## config.mk

```make
export PLATFORM = sky130hd
export DESIGN_NAME = bram_fifo_ctrl_flat
export DESIGN_NICKNAME = d
export VERILOG_FILES = /design/src/rtl/bram_fifo_pkg.sv /design/src/rtl/bram_fifo_ctrl_if.sv /design/src/rtl/bram_fifo_out_buf.sv /design/src/rtl/bram_fifo_ctrl.sv /design/src/flat_wrapper.sv
export SDC_FILE = /design/constraint.sdc
export NUM_CORES = 1
export LEC_CHECK = 0
export CAP_MARGIN = 20
export CORE_ASPECT_RATIO = 0.6
export CORE_MARGIN = 2
export CORE_UTILIZATION = 50
export DETAILED_ROUTE_END_ITERATION = 10
export GPL_ROUTABILITY_DRIVEN = 0
export PLACE_DENSITY = 0.84
export SYNTH_ARGS = -nofsm -noshare
export SYNTH_HDL_FRONTEND = slang
export SYNTH_HIERARCHICAL = 1
export SYNTH_SLANG_ARGS = --single-unit
```

## constraint.sdc

```tcl
create_clock -name clk -period 8 [get_ports clk]
set_clock_uncertainty 0.15 [all_clocks]
set_input_delay 2 -clock clk [delete_from_list [all_inputs] [get_ports clk]]
set_output_delay 2 -clock clk [all_outputs]
set_load 0.05 [all_outputs]
```

## src/rtl/bram_fifo_pkg.sv

```systemverilog
// Shared types and constants for the BRAM-backed FIFO controller.
package bram_fifo_pkg;

  // Integer ceiling log2; returns at least 1 so it can size a counter directly.
  function automatic int unsigned clog2(input int unsigned value);
    int unsigned res;
    int unsigned x;
    res = 0;
    x   = (value > 0) ? value - 1 : 0;
    while (x > 0) begin
      x   = x >> 1;
      res = res + 1;
    end
    return (res == 0) ? 1 : res;
  endfunction

  // Output buffer depth that hides the one-cycle BRAM read latency.
  localparam int unsigned OB_DEPTH = 2;
  // Width of the output buffer occupancy count (0..OB_DEPTH).
  localparam int unsigned OB_CNT_W = clog2(OB_DEPTH + 1);

  // Output buffer occupancy; encoding equals the word count.
  typedef enum logic [1:0] {
    OB_EMPTY = 2'd0,
    OB_ONE   = 2'd1,
    OB_TWO   = 2'd2
  } ob_state_e;

endpackage

```

## src/rtl/bram_fifo_ctrl_if.sv

```systemverilog
// Upstream sink, downstream source and BRAM port bundle of the FIFO controller.
// master: the controller's view; slave: the surrounding logic's view.
interface bram_fifo_ctrl_if #(
  parameter int unsigned DATA_WIDTH = 32,
  parameter int unsigned ADDR_WIDTH = 10
);
  logic                  s_valid;
  logic                  s_ready;
  logic [DATA_WIDTH-1:0] s_data;
  logic                  m_valid;
  logic                  m_ready;
  logic [DATA_WIDTH-1:0] m_data;
  logic                  bram_we;
  logic [ADDR_WIDTH-1:0] bram_wr_addr;
  logic [DATA_WIDTH-1:0] bram_wr_data;
  logic [ADDR_WIDTH-1:0] bram_rd_addr;
  logic [DATA_WIDTH-1:0] bram_rd_data;

  modport master (
    input  s_valid, s_data, m_ready, bram_rd_data,
    output s_ready, m_valid, m_data, bram_we, bram_wr_addr, bram_wr_data, bram_rd_addr
  );

  modport slave (
    output s_valid, s_data, m_ready, bram_rd_data,
    input  s_ready, m_valid, m_data, bram_we, bram_wr_addr, bram_wr_data, bram_rd_addr
  );
endinterface

```

## src/rtl/bram_fifo_out_buf.sv

```systemverilog
// Two-entry register buffer at the FIFO output; absorbs landed BRAM reads and
// presents the head word. A land and a pop in the same cycle are both honoured.
module bram_fifo_out_buf
  import bram_fifo_pkg::*;
#(
  parameter int unsigned DATA_WIDTH = 32
) (
  input  logic                  clk,
  input  logic                  rst_n,
  input  logic                  land,
  input  logic [DATA_WIDTH-1:0] land_data,
  input  logic                  pop,
  output logic                  m_valid,
  output logic [DATA_WIDTH-1:0] m_data,
  output logic [OB_CNT_W-1:0]   ob_cnt
);
  ob_state_e             state_q, state_d;
  logic [DATA_WIDTH-1:0] head_q, head_d;
  logic [DATA_WIDTH-1:0] tail_q, tail_d;

  // Occupancy state and the two data slots.
  always_ff @(posedge clk or negedge rst_n) begin
    if (!rst_n) begin
      state_q <= OB_EMPTY;
      head_q  <= '0;
      tail_q  <= '0;
    end else begin
      state_q <= state_d;
      head_q  <= head_d;
      tail_q  <= tail_d;
    end
  end

  // Next occupancy and slot contents from land/pop.
  always_comb begin
    state_d = state_q;
    head_d  = head_q;
    tail_d  = tail_q;
    unique case (state_q)
      OB_EMPTY: begin
        if (land) begin
          head_d  = land_data;
          state_d = OB_ONE;
        end
      end
      OB_ONE: begin
        unique case ({land, pop})
          2'b10: begin
            tail_d  = land_data;
            state_d = OB_TWO;
          end
          2'b01:   state_d = OB_EMPTY;
          2'b11:   head_d  = land_data;
          default: ;
        endcase
      end
      OB_TWO: begin
        if (pop) begin
          head_d = tail_q;
          if (land) begin
            tail_d = land_data;
          end else begin
            state_d = OB_ONE;
          end
        end
      end
      default: state_d = OB_EMPTY;
    endcase
  end

  assign m_valid = (state_q != OB_EMPTY);
  assign m_data  = head_q;
  assign ob_cnt  = OB_CNT_W'(state_q);

  // The issue rule upstream must never land into a full buffer without a pop.
  ob_no_overflow: assert property (@(posedge clk) disable iff (!rst_n)
    !(land && !pop && (state_q == OB_TWO)));
endmodule

```

## src/rtl/bram_fifo_ctrl.sv

```systemverilog
// FIFO flow control around a dual-port BRAM with one-cycle registered reads.
// Upstream valid/ready sink, downstream valid/ready source, 1 word/cycle each way.
// Capacity is 2**ADDR_WIDTH words in BRAM plus 2 in the output buffer.
// Optional: define BRAM_FIFO_LEVEL_EN to add a registered total-occupancy port 'level'.
module bram_fifo_ctrl
  import bram_fifo_pkg::*;
#(
  parameter int unsigned DATA_WIDTH = 32,
  parameter int unsigned ADDR_WIDTH = 10
) (
  input  logic                  clk,
  input  logic                  rst_n,
  bram_fifo_ctrl_if.master      bus
`ifdef BRAM_FIFO_LEVEL_EN
  ,
  output logic [ADDR_WIDTH+1:0] level
`endif
);
  localparam int unsigned           DEPTH    = 1 << ADDR_WIDTH;
  localparam logic [ADDR_WIDTH:0]   FULL_CNT = (ADDR_WIDTH + 1)'(DEPTH);
  localparam logic [OB_CNT_W:0]     OB_LIMIT = (OB_CNT_W + 1)'(OB_DEPTH);

  logic [ADDR_WIDTH-1:0] wr_ptr_q, wr_ptr_d;
  logic [ADDR_WIDTH-1:0] rd_ptr_q, rd_ptr_d;
  logic [ADDR_WIDTH:0]   bram_cnt_q, bram_cnt_d;
  logic                  inflight_q, inflight_d;
  logic                  s_ready;
  logic                  m_valid;
  logic                  push;
  logic                  pop;
  logic                  issue;
  logic [OB_CNT_W-1:0]   ob_cnt;
  logic [OB_CNT_W:0]     ob_after;

  // Pointers, BRAM word count and the read-in-flight flag.
  always_ff @(posedge clk or negedge rst_n) begin
    if (!rst_n) begin
      wr_ptr_q   <= '0;
      rd_ptr_q   <= '0;
      bram_cnt_q <= '0;
      inflight_q <= 1'b0;
    end else begin
      wr_ptr_q   <= wr_ptr_d;
      rd_ptr_q   <= rd_ptr_d;
      bram_cnt_q <= bram_cnt_d;
      inflight_q <= inflight_d;
    end
  end

  // Handshakes, read issue decision and next-state for the pointers/count.
  always_comb begin
    // s_ready comes from registers only, so it never depends on m_ready.
    s_ready  = (bram_cnt_q != FULL_CNT);
    push     = bus.s_valid & s_ready;
    pop      = m_valid & bus.m_ready;
    // Buffer occupancy after this cycle's pop, counting the word still in flight.
    // pop implies ob_cnt >= 1, so this cannot underflow.
    ob_after = {1'b0, ob_cnt} + {{OB_CNT_W{1'b0}}, inflight_q} - {{OB_CNT_W{1'b0}}, pop};
    // Registered count: a word written this cycle is not readable until next cycle.
    issue    = (bram_cnt_q != '0) && (ob_after < OB_LIMIT);

    wr_ptr_d   = wr_ptr_q + ADDR_WIDTH'(push);
    rd_ptr_d   = rd_ptr_q + ADDR_WIDTH'(issue);
    bram_cnt_d = bram_cnt_q + (ADDR_WIDTH + 1)'(push) - (ADDR_WIDTH + 1)'(issue);
    inflight_d = issue;
  end

  assign bus.s_ready      = s_ready;
  assign bus.m_valid      = m_valid;
  assign bus.bram_we      = push;
  assign bus.bram_wr_addr = wr_ptr_q;
  assign bus.bram_wr_data = bus.s_data;
  assign bus.bram_rd_addr = rd_ptr_q;

  // Read data lands in the buffer exactly one cycle after issue.
  bram_fifo_out_buf #(
    .DATA_WIDTH(DATA_WIDTH)
  ) u_out_buf (
    .clk       (clk),
    .rst_n     (rst_n),
    .land      (inflight_q),
    .land_data (bus.bram_rd_data),
    .pop       (pop),
    .m_valid   (m_valid),
    .m_data    (bus.m_data),
    .ob_cnt    (ob_cnt)
  );

`ifdef BRAM_FIFO_LEVEL_EN
  logic [ADDR_WIDTH+1:0] level_q, level_d;

  // Total occupancy only moves on push/pop; internal transfers leave it unchanged.
  always_comb begin
    level_d = level_q + (ADDR_WIDTH + 2)'(push) - (ADDR_WIDTH + 2)'(pop);
  end

  // Registered occupancy: bram_cnt + inflight + ob_cnt as of the last edge.
  always_ff @(posedge clk or negedge rst_n) begin
    if (!rst_n) begin
      level_q <= '0;
    end else begin
      level_q <= level_d;
    end
  end

  assign level = level_q;
`endif
endmodule

```

## src/flat_wrapper.sv

```systemverilog
// flat-port wrapper written by rule: the top's interface ports become plain ports
module bram_fifo_ctrl_flat import bram_fifo_pkg::*;
#(
  parameter int unsigned DATA_WIDTH = 32,
  parameter int unsigned ADDR_WIDTH = 10
)
  (clk, rst_n, bus_s_valid, bus_s_data, bus_m_ready, bus_bram_rd_data, bus_s_ready, bus_m_valid, bus_m_data, bus_bram_we, bus_bram_wr_addr, bus_bram_wr_data, bus_bram_rd_addr);
  bram_fifo_ctrl_if #(.DATA_WIDTH(DATA_WIDTH), .ADDR_WIDTH(ADDR_WIDTH)) bus_i ();
  input  logic clk;
  input  logic rst_n;
  input wire logic [$bits(bus_i.s_valid)-1:0] bus_s_valid;
  input wire logic [$bits(bus_i.s_data)-1:0] bus_s_data;
  input wire logic [$bits(bus_i.m_ready)-1:0] bus_m_ready;
  input wire logic [$bits(bus_i.bram_rd_data)-1:0] bus_bram_rd_data;
  output wire logic [$bits(bus_i.s_ready)-1:0] bus_s_ready;
  output wire logic [$bits(bus_i.m_valid)-1:0] bus_m_valid;
  output wire logic [$bits(bus_i.m_data)-1:0] bus_m_data;
  output wire logic [$bits(bus_i.bram_we)-1:0] bus_bram_we;
  output wire logic [$bits(bus_i.bram_wr_addr)-1:0] bus_bram_wr_addr;
  output wire logic [$bits(bus_i.bram_wr_data)-1:0] bus_bram_wr_data;
  output wire logic [$bits(bus_i.bram_rd_addr)-1:0] bus_bram_rd_addr;
  assign bus_i.s_valid = bus_s_valid;
  assign bus_i.s_data = bus_s_data;
  assign bus_i.m_ready = bus_m_ready;
  assign bus_i.bram_rd_data = bus_bram_rd_data;
  assign bus_s_ready = bus_i.s_ready;
  assign bus_m_valid = bus_i.m_valid;
  assign bus_m_data = bus_i.m_data;
  assign bus_bram_we = bus_i.bram_we;
  assign bus_bram_wr_addr = bus_i.bram_wr_addr;
  assign bus_bram_wr_data = bus_i.bram_wr_data;
  assign bus_bram_rd_addr = bus_i.bram_rd_addr;
  bram_fifo_ctrl #(.DATA_WIDTH(DATA_WIDTH), .ADDR_WIDTH(ADDR_WIDTH)) u_core (.clk(clk), .rst_n(rst_n), .bus(bus_i));
endmodule
```

Word-level counts from Yosys, hierarchy flattened
Index checks and enable logic that the tools add are counted.
Widths: inputs -> output; s select.
{ "word_totals": {"reg_bits": 98, "in_bits": 68, "output_inout_bits": 87} }
{ "op_classes": {"eq_ne": 13, "muxes": 12, "n_addsub": 6, "n_bitwise": 2, "n_reduce_logical": 9, "magnitude_cmp": 1} }
{ "op_table": {"columns": ["cell", "n"], "rows": [
  ["$mux 32", 5],
  ["$pmux 32 s3", 1],
  ["$pmux 32 s2", 1],
  ["$add 10x1->10", 2],
  ["$reduce_and 4->1", 3],
  ["$add 11x1->11", 1],
  ["$ne 11x11->1 const B", 1],
  ["$reduce_bool 11->1", 1],
  ["$sub 11x1->11", 1],
  ["$eq 2x2->1 const B", 3],
  ["$mux 2", 3],
  ["$ne 2x1->1 const B", 3],
  ["$ne 2x2->1 const B", 3],
  ["$pmux 2 s3", 1],
  ["$eq 2x1->1 const B", 2],
  ["$pmux 2 s2", 1],
  ["$reduce_bool 2->1", 2],
  ["$add 2x1->3", 1],
  ["$lt 3x2->1 const B", 1],
  ["$ne 3x2->1 const B", 1],
  ["$reduce_bool 3->1", 1],
  ["$sub 3x1->3", 1],
  ["$and 1x1->1", 2],
  ["$logic_not 2->1", 1],
  ["$logic_and 1x1->1", 1]
]} }

Depth between registers and ports, before layout
{ "depth": {"word_depth": 6, "mapped_depth": 17, "depth_no_buf": 17} }

Hierarchy
Netlist, hierarchy kept.
{ "by_module_without_submodules": {"columns": ["module", "instances", "cells_each", "seq_area_each_um2", "area_each_um2"], "rows": [
  ["bram_fifo_out_buf", 1, 186, 1651.6, 2885.3],
  ["bram_fifo_ctrl", 1, 189, 800.8, 1973.1]
]} }

Worst setup path after synthesis
OpenSTA, ideal clock, no wires.
{ "synth_timing": {"path_kind": "input port to flip-flop", "from": "input bus_m_ready", "to": "register u_core.bram_cnt_q[10]", "stages": 16, "slack_ps": 2784, "t_arrival_ps": 4943, "required_time_ps": 7727, "path_cell_list": "and2_1 -> ha_1 -> nand2b_1 -> fa_1 -> xnor2_1 -> o211a_1 -> ha_1 -> inv_1 -> ha_1 -> inv_1 -> fa_1 -> nand2b_1 -> a21oi_2 -> a31oi_1 -> a221o_1 -> xnor2_1"} }
{ "synth_via": {"elab_chain_cells": 5} }
{ "synth_rtl": {"columns": ["element", "line_no", "source"], "rows": [
  ["from (decl)", "flat_wrapper.sv:13", "input wire logic [$bits(bus_i.m_ready)-1:0] bus_m_ready;"],
  ["$and 1x1->1", "bram_fifo_ctrl.sv:55", "pop = m_valid & bus.m_ready;"],
  ["$sub 3x1->3", "bram_fifo_ctrl.sv:58", "ob_after = {1'b0, ob_cnt} + {{OB_CNT_W{1'b0}}, inflight_q} - {{OB_CNT_W{1'b0}}, pop};"],
  ["$lt 3x2->1", "bram_fifo_ctrl.sv:60", "issue = (bram_cnt_q != '0) && (ob_after < OB_LIMIT);"],
  ["$logic_and 1x1->1", "bram_fifo_ctrl.sv:60", null],
  ["via u_core.inflight_d", "bram_fifo_ctrl.sv:26", "logic inflight_q, inflight_d;"],
  ["$sub 11x1->11", "bram_fifo_ctrl.sv:64", "bram_cnt_d = bram_cnt_q + (ADDR_WIDTH + 1)'(push) - (ADDR_WIDTH + 1)'(issue);"],
  ["via u_core.bram_cnt_d[10]", "bram_fifo_ctrl.sv:25", "logic [ADDR_WIDTH:0] bram_cnt_q, bram_cnt_d;"],
  ["to (signal assigned)", "bram_fifo_ctrl.sv:45", "bram_cnt_q <= bram_cnt_d;"],
  ["to (decl)", "bram_fifo_ctrl.sv:25", null]
]} }
The timed path passes the listed nets, and every way through them passes these cells.
A chain may end at the register's enable or synchronous reset.

Worst setup path after layout
{ "layout_timing": {"from": "input bus_s_valid", "to": "output bus_bram_we"} }
{ "layout_via": {"elab_chain_cells": 1} }
{ "layout_rtl": {"columns": ["element", "line_no", "source"], "rows": [
  ["from (decl)", "flat_wrapper.sv:11", "input wire logic [$bits(bus_i.s_valid)-1:0] bus_s_valid;"],
  ["$and 1x1->1", "bram_fifo_ctrl.sv:54", "push = bus.s_valid & s_ready;"],
  ["to (decl)", "flat_wrapper.sv:18", "output wire logic [$bits(bus_i.bram_we)-1:0] bus_bram_we;"]
]} }
No other way between the ends.

==> results.tsv <==
metric	value	unit
dieArea	10500	µm²
ios	155	
synth_ff_type	dfrtp_1	
r2r-start	u_core/u_out_buf/ob_cnt[1]	
grt_usage	18.9	%
total_leakage_power	2.56	nW
synth.distinct_cells	38	
syn-num-nets	465	
hold_class	reg2reg	
routedWlPerCell	16.2	µm
cts_buffers	9	
drc	0	
core_area	9320	µm²
area_growth_syn_to_layout	22.9	%
regToRegEndpoint	u_core/bram_cnt_q[10]	
fin_crit	5.58	ns
ctsResizeCount	0	
r2r_cells	17	
postCtsHoldBufs	0	
p_per_area	498	nW/µm²
ys_ff_latch	98	
clock_sinks	98	
die_height	80.4	µm
vias	2955	
setup_viol	0	
total_power	0.00297	W
clock_path_buffers	2	
synth-simple-area-share	5.18	%
rsz0062_at_grt	no	
cp_max_fo	3	
antenna_cells	0	
synth-xor-area-share	4.87	%
h-tree-depth	3	
fin_crit_sh	69.7	%
outcome	complete, no violations	
synth_fa_ha_area_share	5.97	%
maxCapViolCount	0	
start_util	52.1	%
grt_pass1_vias	3128	
root_buffer	clkbuf_16	
viasPerCell	5.18	
synth_top_area_share	50.5	%
clkLatencyLatePin	0.33	ns
synth_area_leader_cell	dfrtp_1	
die_w	131	µm
synth_warnings	6	
syn_avg_cell_area	13.0	µm²
dpl.hpwl	6610	µm
async_flop_share	100	%
cp-endpoint	bus_bram_we	
cts_tree	built	
yosysMostFrequentCell	dfrtp_1	
first_pass_iters	4	
grt_start_max_net_pins	52	
synth-compound-area-share	3.50	%
synth.area.mux_share	22.3	%
final_antenna_net_count	0	
clkTransAtPathRegs	0.06	ns
wirelength	9230	µm
fillers	720	
slew_headroom	32.2	%
synth_commonest_cells	dfrtp_1 (98), mux2_2 (64), buf_4 (35)	
synth_top_family_by_area	multiplexers	
synthesis.area	4860	µm²
drive_gt1_share	20.4	%
hold_violations	0	
ff2ff_setup_slack	3.72	ns
overflow	0	
synth_edf_count	0	
min_path_cells	1	
startpoint	bus_s_valid	
cp-end-kind	output port	
synthTopCellsByArea	dfrtp_1 (50%), mux2_2 (15%), mux2_1 (7.4%)	
holdWs	0.322	ns
synth_cells	375	
critPathRequiredTime	5.85	ns
grt_pass1_wl	15600	µm
critPathLaunchType	input port	
io_buffer_count	90	
tightest_slew	1.01	ns
peakVddDrop	254	µV
synth-seq-area-share	50.5	%
setup-tns-final	0	ns
crit_type	in2out	
cp.arrival	3.43	ns
slew_violations	0	
nets	526	
timing.fmax	179	MHz
postCtsSetupRepairBufs	0	
antenna_found_initial	0	
drt_iter0_markers	133	
num_rows	27	
## layer usage
metal / share of wire, % / global-route usage (%) / vias up
met1: 49 / 26.1 / 1490
met2: 44 / 29.2 / 76
li1: - / - / 1382
met3: 5.5 / 6.25 / 7
met4: 0.62 / 4.35 / 0
met5: 0 / 0 / -
## stage by stage
| stage | utilization [%] | instance area, µm² | cells | worst slack [ns] |
|---|---|---|---|---|
| finish | 64.0 | 5970 | 571 | 2.42 |
| global route | 64.0 | 5970 | 571 | 2.27 |
| CTS | 64.0 | 5970 | 571 | 2.41 |
| detailed placement | 60.8 | 5670 | 555 | 2.15 |
| global placement | 60.5 | 5650 | 554 | 2.24 |
| floorplan | - | 4860 | 375 | 2.78 |
## sequential cells by signal, summed over array words and instances (netlist names)
register	flops
u_core/bram_cnt_q	11
u_core/bus.bram_rd_addr	10
u_core/bus.bram_wr_addr	10
u_core/inflight_q	1
u_core/u_out_buf/m_data	32
u_core/u_out_buf/ob_cnt	2
u_core/u_out_buf/tail_q	32
## report_power, final
part | switching [W] | total, W | internal [W]
clock | 0.000182 | 0.000425 | 0.000243
sequential | 0.000154 | 0.000902 | 0.000749
combinational | 0.000945 | 0.00165 | 0.000701
## worst min-delay path by stage
stage	from	endpoint	slack, ns
2_1_floorplan	u_core/u_out_buf/tail_q[10]	u_core/u_out_buf/tail_q[10]	0.30
3_3_place_gp	u_core/bus.bram_wr_addr[9]	u_core/bus.bram_wr_addr[9]	0.31
3_5_place_dp	u_core/bus.bram_wr_addr[9]	u_core/bus.bram_wr_addr[9]	0.32
4_1_cts	u_core/bus.bram_wr_addr[9]	u_core/bus.bram_wr_addr[9]	0.33
5_1_grt	u_core/u_out_buf/tail_q[14]	u_core/u_out_buf/tail_q[14]	0.35
6_report	u_core/bus.bram_wr_addr[9]	u_core/bus.bram_wr_addr[9]	0.32
## worst max-delay path, cell delays in order
cell and delay, ns:
clkdlybuf4s50_1 0.45, and2_1 0.16, clkdlybuf4s50_1 0.82
## area by class of cell
class / instances / area [µm²] / share of cell area [%]
Clock buffer: 10 / 229 / 3.84
Clock inverter: 6 / 67.6 / 1.13
Inverter: 21 / 78.8 / 1.32
Multi-Input combinational cell: 214 / 2050 / 34.3
Sequential cell: 98 / 2450 / 41.1
Tap cell: 130 / 163 / 2.72
Timing Repair Buffer: 92 / 933 / 15.6
## logic make-up after synthesis
logic type	after synthesis
multiplexers	96
XOR/XNOR	27
AO/OA/AOI/OAI	22
buffers and inverters	63
adder cells (fa/ha/maj)	22
flip-flops	98
AND/OR/NAND/NOR	47
## cell usage in the layout (no fill, tap or decap), types with 3 or more instances in the layout
| master | instances |
|---|---|
| a21oi_1 | 4 |
| nand3_1 | 13 |
| inv_1 | 21 |
| o21ai_0 | 3 |
| clkbuf_16 | 9 |
| and3_1 | 4 |
| nor2_1 | 7 |
| clkdlybuf4s50_1 | 89 |
| dfrtp_1 | 98 |
| ha_1 | 20 |
| mux2_2 | 64 |
| mux2_1 | 32 |
| xor2_1 | 7 |
| nand2b_1 | 5 |
| nand2_1 | 5 |
| xnor2_1 | 20 |
No activity file was read; power rests on OpenSTA's default activity.
==> RTL change (config.mk and constraints unchanged) <==
`DATA_WIDTH` is set to 32 in 4 places; all go to 48.
--- a/src/rtl/bram_fifo_ctrl_if.sv
+++ b/src/rtl/bram_fifo_ctrl_if.sv
@@ -3,3 +3,3 @@
 interface bram_fifo_ctrl_if #(
-  parameter int unsigned DATA_WIDTH = 32,
+  parameter int unsigned DATA_WIDTH = 48,
   parameter int unsigned ADDR_WIDTH = 10
--- a/src/rtl/bram_fifo_out_buf.sv
+++ b/src/rtl/bram_fifo_out_buf.sv
@@ -5,3 +5,3 @@
 #(
-  parameter int unsigned DATA_WIDTH = 32
+  parameter int unsigned DATA_WIDTH = 48
 ) (
--- a/src/rtl/bram_fifo_ctrl.sv
+++ b/src/rtl/bram_fifo_ctrl.sv
@@ -7,3 +7,3 @@
 #(
-  parameter int unsigned DATA_WIDTH = 32,
+  parameter int unsigned DATA_WIDTH = 48,
   parameter int unsigned ADDR_WIDTH = 10
--- a/src/flat_wrapper.sv
+++ b/src/flat_wrapper.sv
@@ -3,3 +3,3 @@
 #(
-  parameter int unsigned DATA_WIDTH = 32,
+  parameter int unsigned DATA_WIDTH = 48,
   parameter int unsigned ADDR_WIDTH = 10
Interface: changed (resized bus_bram_rd_data, bus_bram_wr_data, bus_m_data and bus_s_data); port bits go from 155 to 219. The function was not compared with the original's and may differ.
==> RTL change against the original RTL <==
- sequential cell count increased by 32
- critical path depth up 14
- via count is 31% higher
- routed wire length grew 42%
- cell area increased by 35%
- total power grew 40%
- area after synthesis grew 32%
- setup slack got worse by 76 ps
- critical endpoint is now u_core/bram_cnt_q[10]
==> RTL change: results (changes against the original RTL) <==
----------------------------------------------------
[Power]
  Power per standard cell area ... 518 nW/um^2 (+4.0%)
  Max IR drop VDD ... 0.000283 V (+11%)
  Reported leakage power ... 3.46 nW (+35%)
  Power share of the combinational group ... 0.522 (-0.032)

[Global route]
  Pin count of the biggest net entering global routing ... 73 (+40%)
  GRT Total Usage ... 0.202 (+0.0129)
  Number of global-route vias before repair ... 4190 (+34%)

[Detailed routing]
  Routed vias ... 3863 (+31%)
  Drt initial violations ... 131 (-1.5%)

[Status]
  Outcome ... finished clean

[Synth]
  Portion of netlist area occupied by mux cells ... 0.264 (+0.0415)
  Area share of fa/ha/maj cells after synthesis ... 0.0452 (-0.0146)
  Area fraction in compound gates after synthesis ... 0.0255 (-0.00952)
  Average cell area after synthesis ... 13.5 um^2 (+4.2%)
  Post-synthesis xor/xnor area fraction ... 0.0368 (-0.0119)
  Leading post-synthesis cells by instance count ... 130 x sky130_fd_sc_hd__dfrtp_1, 124 x sky130_fd_sc_hd__mux2_2, 51 x sky130_fd_sc_hd__buf_4, 21 x sky130_fd_sc_hd__inv_1
  Leading post-synthesis cells by cell area ... sky130_fd_sc_hd__dfrtp_1 51%, sky130_fd_sc_hd__mux2_2 22%, sky130_fd_sc_hd__buf_4 6.0%

[Clock network]
  Total CTS buffers ... 17 (+8)
  Insertion delay of the later-clocked pin in the worst-skew pair ... 410 ps (+80 ps)

[STA]
  Worst slew margin ... 0.364 (+0.0423)
  WHS ... 325 ps (+3.36 ps)
  Highest clock frequency the design can meet ... 177 MHz (-1.3%)

[Critical path]
  Reg-to-reg setup timing slack ... 3540 ps (-180 ps)
  Critical path's top delay family ... adder cells
  Worst stage delay on the critical path ... 440 ps (-380 ps)
  Critical-path maximum fanout ... 5 (+2)

[Final layout]
  Fin nets ... 679 (+29%)
  Post-route non-filler standard cell count ... 738 (+29%)
  Proportion of layout cells with a drive suffix above 1 ... 0.327 (+0.123)

[Placement]
  Port Buffer Count ... 122 (+36%)
  DP Cell Count ... 708 (+28%)
  Placed standard-cell area ... 7460 um^2 (+31%)
  Post-Place Worst Slack ... 1990 ps (-157 ps)

----------------------------------------------------
-- RTL change: changes by cell type after synthesis --
cell,before,now
sky130_fd_sc_hd__o22ai_1,1,2
sky130_fd_sc_hd__mux2_2,64,124
sky130_fd_sc_hd__buf_4,35,51
sky130_fd_sc_hd__buf_2,7,10
sky130_fd_sc_hd__o22ai_2,1,0
sky130_fd_sc_hd__mux2_4,0,20
sky130_fd_sc_hd__buf_6,0,2
sky130_fd_sc_hd__dfrtp_1,98,130
sky130_fd_sc_hd__mux2_1,32,0
-- RTL change: cell families (layout without fill, tap and decap cells) --
group | count (synthesis) | after routing
multiplexers | 144 | 144
flip-flops | 130 | 130
buffers and inverters | 84 | 176
AND/OR/NAND/NOR | 47 | 47
XOR/XNOR | 27 | 27
adder cells (fa/ha/maj) | 22 | 22
AO/OA/AOI/OAI | 22 | 22
-- RTL change: final cells by class --
class / count / area [um^2]
clock buffer: 20 / 467
clock inverter: 10 / 134
fill: 946 / 4630
inverter: 21 / 78.8
multi-input combinational: 262 / 2670
sequential: 130 / 3250
tap: 170 / 213
timing repair buffer: 125 / 1240
-- RTL change: layer usage --
metal / global-route usage / part of all wire / up-vias
met1: 0.267 / 0.46 / 1934
li1: - / - / 1755
met3: 0.0687 / 0.064 / 42
met4: 0.0928 / 0.021 / 0
met2: 0.301 / 0.45 / 132
met5: 0 / 0 / -
-- RTL change: worst max path at each step --
stage	startpoint	endpoint	cells past startpoint
2_1_floorplan	bus_m_ready	u_core/bram_cnt_q[10]	16
3_3_place_gp	bus_m_ready	u_core/bram_cnt_q[10]	17
3_5_place_dp	bus_m_ready	u_core/bram_cnt_q[10]	17
4_1_cts	bus_s_valid	bus_bram_we	3
5_1_grt	bus_m_ready	u_core/bram_cnt_q[10]	17
6_report	bus_m_ready	u_core/bram_cnt_q[10]	17
